===== src/rtl/fifo_pkg.sv =====
// Shared sizing helpers and the pointer wrap rule for the synchronous FIFO.
// The operation enum names what one clock edge does to the occupancy count.
package fifo_pkg;

    typedef enum logic [1:0] {
        OP_IDLE  = 2'b00,
        OP_READ  = 2'b01,
        OP_WRITE = 2'b10,
        OP_BOTH  = 2'b11
    } fifo_op_e;

    // Pointer width for a given depth; never narrower than one bit.
    function automatic int unsigned ptr_width(input int unsigned depth);
        return (depth < 2) ? 1 : $clog2(depth);
    endfunction

    // Count width: must hold the value DEPTH itself, not just DEPTH-1.
    function automatic int unsigned count_width(input int unsigned depth);
        return $clog2(depth + 1);
    endfunction

    // Increment with an explicit wrap so non-power-of-two depths work.
    function automatic int unsigned ptr_wrap(input int unsigned ptr, input int unsigned depth);
        return (ptr >= depth - 1) ? 0 : ptr + 1;
    endfunction

endpackage


===== src/rtl/fifo_ptr.sv =====
// Circular index for the FIFO storage; advances by one on inc and wraps
// from DEPTH-1 back to 0.
module fifo_ptr
    import fifo_pkg::*;
#(
    parameter int DEPTH = 5
) (
    input  logic                      clk,
    input  logic                      rst,
    input  logic                      inc,
    output logic [$clog2(DEPTH)-1:0]  ptr
);

    localparam int PW = $clog2(DEPTH);

    always_ff @(posedge clk or posedge rst) begin
        if (rst) begin
            ptr <= '0;
        end else if (inc) begin
            ptr <= PW'(ptr_wrap(32'(ptr), DEPTH));
        end
    end

endmodule


===== src/rtl/fifo_sync.sv =====
// Single-clock FIFO using every storage slot; status flags come from the
// occupancy count rather than from a pointer comparison.
module fifo_sync
    import fifo_pkg::*;
#(
    parameter int WIDTH    = 8,
    parameter int DEPTH    = 5,
    parameter int AF_LEVEL = DEPTH - 1,
    parameter int AE_LEVEL = 1
) (
    input  logic                         clk,
    input  logic                         rst,
    input  logic                         wr_en,
    input  logic [WIDTH-1:0]             wr_data,
    input  logic                         rd_en,
    output logic [WIDTH-1:0]             rd_data,
    output logic                         full,
    output logic                         empty,
    output logic                         almost_full,
    output logic                         almost_empty,
    output logic [$clog2(DEPTH+1)-1:0]   count,
    output logic                         overflow,
    output logic                         underflow
);

    localparam int PW = $clog2(DEPTH);
    localparam int CW = $clog2(DEPTH + 1);

    logic [PW-1:0]    w_ptr;
    logic [PW-1:0]    r_ptr;
    logic [CW-1:0]    count_reg;
    logic [CW-1:0]    count_next;
    logic [WIDTH-1:0] rd_data_reg;
    logic             overflow_reg;
    logic             underflow_reg;
    logic             wr_ok;
    logic             rd_ok;
    fifo_op_e         op;

    logic [WIDTH-1:0] mem [DEPTH];

    // A write into a full FIFO is still taken when a read frees a slot on
    // the same edge; a read from an empty FIFO is never taken.
    always_comb begin
        wr_ok = wr_en && (!full || rd_en);
        rd_ok = rd_en && !empty;
        op    = OP_IDLE;
        if (wr_ok && rd_ok) begin
            op = OP_BOTH;
        end else if (wr_ok) begin
            op = OP_WRITE;
        end else if (rd_ok) begin
            op = OP_READ;
        end
    end

    always_comb begin
        count_next = count_reg;
        case (op)
            OP_WRITE: count_next = count_reg + CW'(1);
            OP_READ:  count_next = count_reg - CW'(1);
            default:  count_next = count_reg;
        endcase
    end

    fifo_ptr #(.DEPTH(DEPTH)) u_wr_ptr (
        .clk (clk),
        .rst (rst),
        .inc (wr_ok),
        .ptr (w_ptr)
    );

    fifo_ptr #(.DEPTH(DEPTH)) u_rd_ptr (
        .clk (clk),
        .rst (rst),
        .inc (rd_ok),
        .ptr (r_ptr)
    );

    // Storage carries no reset; its contents are only observable via rd_data.
    always_ff @(posedge clk) begin
        if (wr_ok) begin
            mem[w_ptr] <= wr_data;
        end
    end

    always_ff @(posedge clk or posedge rst) begin
        if (rst) begin
            count_reg     <= '0;
            rd_data_reg   <= '0;
            overflow_reg  <= 1'b0;
            underflow_reg <= 1'b0;
        end else begin
            count_reg     <= count_next;
            overflow_reg  <= wr_en && !wr_ok;
            underflow_reg <= rd_en && !rd_ok;
            if (rd_ok) begin
                rd_data_reg <= mem[r_ptr];
            end
        end
    end

    assign count        = count_reg;
    assign rd_data      = rd_data_reg;
    assign overflow     = overflow_reg;
    assign underflow    = underflow_reg;
    assign full         = (count_reg == CW'(DEPTH));
    assign empty        = (count_reg == '0);
    assign almost_full  = (count_reg >= CW'(AF_LEVEL));
    assign almost_empty = (count_reg <= CW'(AE_LEVEL));

endmodule


===== config.mk =====
export PLATFORM = sky130hd
export DESIGN_NAME = fifo_sync
export DESIGN_NICKNAME = d
export VERILOG_FILES = /design/src/rtl/fifo_pkg.sv /design/src/rtl/fifo_ptr.sv /design/src/rtl/fifo_sync.sv
export SDC_FILE = /design/constraint.sdc
export NUM_CORES = 1
export LEC_CHECK = 0
export ABC_CLOCK_PERIOD_IN_PS = 4100
export BUFFER_PORTS_ARGS = -buffer_cell sky130_fd_sc_hd__buf_2
export CAP_MARGIN = 10
export CORE_ASPECT_RATIO = 1.75
export CORE_MARGIN = 8
export CORE_UTILIZATION = 61
export CTS_CLUSTER_SIZE = 14
export DETAILED_ROUTE_END_ITERATION = 10
export GPL_ROUTABILITY_DRIVEN = 1
export HOLD_SLACK_MARGIN = 0.05
export PLACE_DENSITY = 0.83
export REMOVE_ABC_BUFFERS = 1
export SLEW_MARGIN = 20
export SYNTH_ARGS = -nofsm -noshare
export SYNTH_HDL_FRONTEND = slang
export SYNTH_SLANG_ARGS = --single-unit

===== constraint.sdc =====
create_clock -name clk -period 4.1 [get_ports clk]
set_input_delay 0.205 -clock clk [delete_from_list [all_inputs] [get_ports clk]]
set_output_delay 0.205 -clock clk [all_outputs]
set_load 0.05 [all_outputs]

## Word-level counts from Yosys, hierarchy flattened

Memory sizes are Yosys's and may differ from the RTL's. A register that Yosys moved wholly into a read port is not among the register bits.
Cells that the tools add are included.

| operators by class | value |
|---|---|
| eq/ne operators | 3 |
| muxes and demuxes | 8 |
| $lt $le $gt $ge | 4 |
| reduce and logical (&&, ||, !) cells | 12 |
| add/sub/neg operators | 4 |

Operator list:

| cell | number |
|---|---|
| $add 3x1->3 const B | 3 |
| $ge 3x3->1 const B | 3 |
| $mux 3 | 2 |
| $pmux 3 s2 | 1 |
| $logic_and 1x1->1 | 5 |
| $logic_not 1->1 | 4 |
| $mux 2 | 2 |
| $eq 3x3->1 const B | 1 |
| $le 3x1->1 const B | 1 |
| $logic_not 3->1 | 1 |
| $mux 1 | 3 |
| $sub 3x1->3 const B | 1 |
| $eq 2x1->1 const B | 1 |
| $eq 2x2->1 const B | 1 |
| $reduce_bool 2->1 | 1 |
| $logic_or 1x1->1 | 1 |

| storage, ports and cells | value |
|---|---|
| memories kept | 1 |
| output and inout port bits | 17 |
| memory bits (writable) | 40 |
| register bits | 11 |

Memory list:

| name | depth | width | rd ports | clocked after memory_dff | write ports | RTL line | RTL |
|---|---|---|---|---|---|---|---|
| mem | 5 | 8 | 1 | 1 | 1 | fifo_sync.sv:40 | `logic [WIDTH-1:0] mem [DEPTH];` |

## Longest topological paths before layout

| logic depth | value |
|---|---|
| depth in word-level cells | 8 |
| mapped depth | 9 |

## Hierarchy

Synthesis repeated with hierarchy kept, for this count alone.

| second synthesis, totals | value |
|---|---|
| cells, all modules | 155 |
| area, all modules | 2434.8 sq um |

Modules (own cells, without submodules):

| module | times used | cells each | sequential area each (sq um) | area each (sq um) |
|---|---|---|---|---|
| fifo_sync | 1 | 125 | 1526.5 | 2127.0 |
| fifo_ptr | 2 | 15 | 75.1 | 153.9 |

## Least setup slack after synthesis

Ideal clock, no wire load.

| timing | value |
|---|---|
| path type | flip-flop to flip-flop |
| from | register count_reg[1] (netlist: count[1]) |
| to | memory mem[4][0] (enable) |
| setup time | 398 ps |
| arrival | 2249 ps |
| cell stages (with the launch flop) | 6 |
| slack | 1453 ps |
| clock period less this slack | 2647 ps |
| data required time | 3702 ps |
| cells stage by stage | dfrtp_1 inv_1 ha_1 nand2_1 o21ai_4 nor4b_1 |

| on the way | value |
|---|---|
| longest elaborated chain between the ends | 6 |

Ends and longest elaborated chain:

| what | RTL line | RTL |
|---|---|---|
| start: declaration | fifo_sync.sv:31 | `logic [CW-1:0] count_reg;` |
| start signal: assignment | fifo_sync.sv:94 | `count_reg <= count_next;` |
| $eq 3x3->1 | fifo_sync.sv:107 | `assign full = (count_reg == CW'(DEPTH));` |
| $logic_not 1->1 | fifo_sync.sv:45 | `wr_ok = wr_en && (!full \|\| rd_en);` |
| $logic_or 1x1->1 | fifo_sync.sv:45 |  |
| $logic_and 1x1->1 | fifo_sync.sv:45 |  |
| $mux 1 | fifo_sync.sv:82 | `if (wr_ok) begin` |
| $mux 1 (not written as such) | fifo_sync.sv:83 | `mem[w_ptr] <= wr_data;` |
| end: declaration | fifo_sync.sv:40 |  |

Every way passes these cells.

## Worst setup path in the final report

| timing | value |
|---|---|
| from | register count_reg[0] (netlist: count[0]) |
| to | register count_reg[2] (netlist: count[2]) |

| on the way | value |
|---|---|
| longest elaborated chain between the ends | 8 |

Ends and longest elaborated chain:

| what | RTL line | RTL |
|---|---|---|
| $logic_not 3->1 or $eq 3x3->1 (tied branches) | fifo_sync.sv:108, fifo_sync.sv:107 |  |
| $logic_not 1->1 (on tied branches) | fifo_sync.sv:46, fifo_sync.sv:45 |  |
| $logic_and 1x1->1 or $logic_or 1x1->1 (tied branches) | fifo_sync.sv:46, fifo_sync.sv:45 |  |
| $mux 1 or $logic_and 1x1->1 (tied branches) | fifo_sync.sv:52, fifo_sync.sv:45 |  |
| $mux 2 or $logic_and 1x1->1 (tied branches) | fifo_sync.sv:50, fifo_sync.sv:48 |  |
| $mux 2 | fifo_sync.sv:48 | `if (wr_ok && rd_ok) begin` |
| $eq 2x1->1 or $eq 2x2->1 (tied branches) | fifo_sync.sv:59 | `case (op)` |
| $pmux 3 s2 or $reduce_bool 2->1 (tied branches) | n/a |  |

Several ways; a longest one is shown, not always the timed one.
A chain may end at the register's enable or synchronous reset.

==> results.tsv <==
metric	value	unit
status	complete, no violations	
cp_slowest_cell	and2_1	
crit_path_max_fanout	13	
ys_warn_count	0	
synth-edff-count	40	
grt_usage	0.148	
die_y	99.8	um
mappedNetlistArea	0.00245	mm^2
cts_buffer_depth	2	
worst_slew_pin_slew	0.711	ns
grt_pass1_vias	1516	
max-cap-violations	0	
clock_latency	0.33	ns
io_pins	29	
hold_violations	0	
async_reset_ff_frac	0.322	
row_count	30	
vdd_drop_max	0.607	mV
clock-sinks	59	
chipWidth	63.9	um
cp.required	4.30	ns
io_buffers	28	
htree_levels	3	
cts_setup_buffers	0	
grt-ovfl-total	0	
ys_seq_area_frac	0.685	
critPathArrivalTime	2.58	ns
fin_setup_tns	0	ns
diodes	0	
drive_above_1_share	0.306	
period_needed	2.38	ns
ant_nets	0	
routabilityCongestion	0.784	
drt_wl_total	4310	um
slew_viol_final	0	
synthDominantCellAreaShare	0.491	
rsz0062_at_grt	false	
antenna_found_initial	0	
setup_viol	0	
firstDrtPassIters	4	
total_power	2.33	mW
power.leakage	1.13	nW
critical_path_class	reg2reg	
largest_reg_flops	40	
end_kind	register	
synthesis.area_per_instance	16.2	um^2
start_util	0.633	
max_freq	421	MHz
synthCells	151	
vias	1354	
grt_pass1_wl	7130	um
cp-start-kind	register	
drt_iter0_drc	59	
core_area	0.00387	mm^2
final_nets	209	
fin_cells	241	
crit_path_cell_trace	inv_2, ha_1, nand2b_1, and2_1, ha_1, mux2i_1, nor2_1, xor2_1	
pwr_density_cell	819	mW/mm^2
skew	0.00791	ns
cts_root_buf	clkbuf_8	
cp_slowest_stage_delay	0.46	ns
synth_area_leaders	edfxtp_1, dfrtp_1, mux4_2	
hpwlAfterDp	3020	um
ys.flop_type	edfxtp_1	
clk_pin_slew_worst_paths	0.07	ns
synth_common_cells	edfxtp_1, dfrtp_1, a21oi_1, mux2i_1, ha_1	
slew_headroom	0.525	
drc	0	
ys_seq_elements	59	
final_core_util	0.735	
numCtsBuffers	9	
placed_cells	224	
grt_max_degree	20	
ys_types	28	
critPathMostFrequentCell	ha_1	
yosysMostFrequentCell	edfxtp_1	
area_delta_synth_final	16.1	%
timing.hold.ws	0.102	ns
die-area	0.00637	mm^2
hold_path_class	in2reg	
post-route-period-util	0.580	
cts_resized	0	
wl_per_cell	17.9	um
cts_tree	yes	
via_per_inst	5.62	
synth_top_cell_by_area	edfxtp_1	
worst paths after layout:
path | from | slack [ns] | to | cells past startpoint
setup / recovery | count[0]$_DFFE_PP0P_ | 1.72 | count[2]$_DFFE_PP0P_ | 8
hold / removal | wr_data[1] | 0.10 | mem[4][1]$_DFFE_PP_ | 1
setup reg to reg | count[0]$_DFFE_PP0P_ | 1.72 | count[2]$_DFFE_PP0P_ | 8
hold reg to reg | rd_data[5]$_DFFE_PP0P_ | 0.53 | rd_data[5]$_DFFE_PP0P_ | 2
max in group asynchronous | rst | 3.11 | count[2]$_DFFE_PP0P_ | 3
min in group asynchronous | rst | 0.53 | underflow$_DFF_PP0_ | 3
power by group:
| group | switching (mW) | total (mW) | leakage [nW] | internal [mW] |
|---|---|---|---|---|
| logic | 0.563 | 0.871 | 0.439 | 0.308 |
| registers | 0.154 | 0.957 | 0.592 | 0.803 |
| clock network | 0.220 | 0.498 | 0.0947 | 0.278 |
layout by cell type (no fill, tap or decap), types with 2 or more instances in the layout:
cell / instances
inv_2: 3
nand2_1: 2
nor2_1: 3
buf_2: 28
nand3_1: 2
buf_4: 5
nor4_1: 4
and2_1: 3
xnor2_1: 2
clkinv_1: 2
ha_1: 9
dfrtp_1: 19
inv_1: 6
edfxtp_1: 40
nor4b_1: 2
a21oi_1: 17
nand2b_1: 2
clkbuf_8: 9
mux4_2: 8
mux2i_1: 11
o21ai_1: 3
critical path, delay by kind of cell (launching register included):
| kind | cells | cell delay, ns |
|---|---|---|
| and+or+nand+nor | 3 | 0.87 |
| adders and majority gates | 2 | 0.49 |
| DFF | 1 | 0.45 |
| muxes | 1 | 0.21 |
| xor gates and xnor gates | 1 | 0.14 |
| buffers and inverters | 1 | 0.08 |
routing by layer:
metal,GRT usage,share of wire,up-vias
met1,0.145,0.38,666
met3,0.0670,0.065,10
met5,0,0,-
met2,0.249,0.53,41
met4,0.0881,0.022,0
li1,-,-,637
through the flow:
step / instance area, um^2 / worst slack (ns)
after floorplan: 2400 / 1.44
after global placement: 2640 / 1.92
after detailed placement: 2640 / 1.77
after CTS: 2840 / 1.72
after global routing: 2840 / 1.49
final: 2840 / 1.72
layout make-up:
class / count / area [um^2]
flip-flops and latches: 59 / 1680
fillers: 223 / 1030
multi-input cells: 75 / 691
repair buffers: 34 / 188
clock buffers: 9 / 124
clock inverters: 7 / 67.6
well taps: 48 / 60.1
inverters: 9 / 33.8
logic make-up after synthesis:
family / share of synthesized area
compound gates: 0.0506
buf+inv: 0.0322
flops: 0.685
mux: 0.123
xor+xnor: 0.0107
simple gates: 0.0517
fa+ha+maj: 0.0460
repair_timing:
action	CTS	global route
endpoints found under the hold margin	19	0
hold buffers	1	0
endpoints found under the setup margin	0	0
Note: power is estimated with default switching activity, not from simulation.
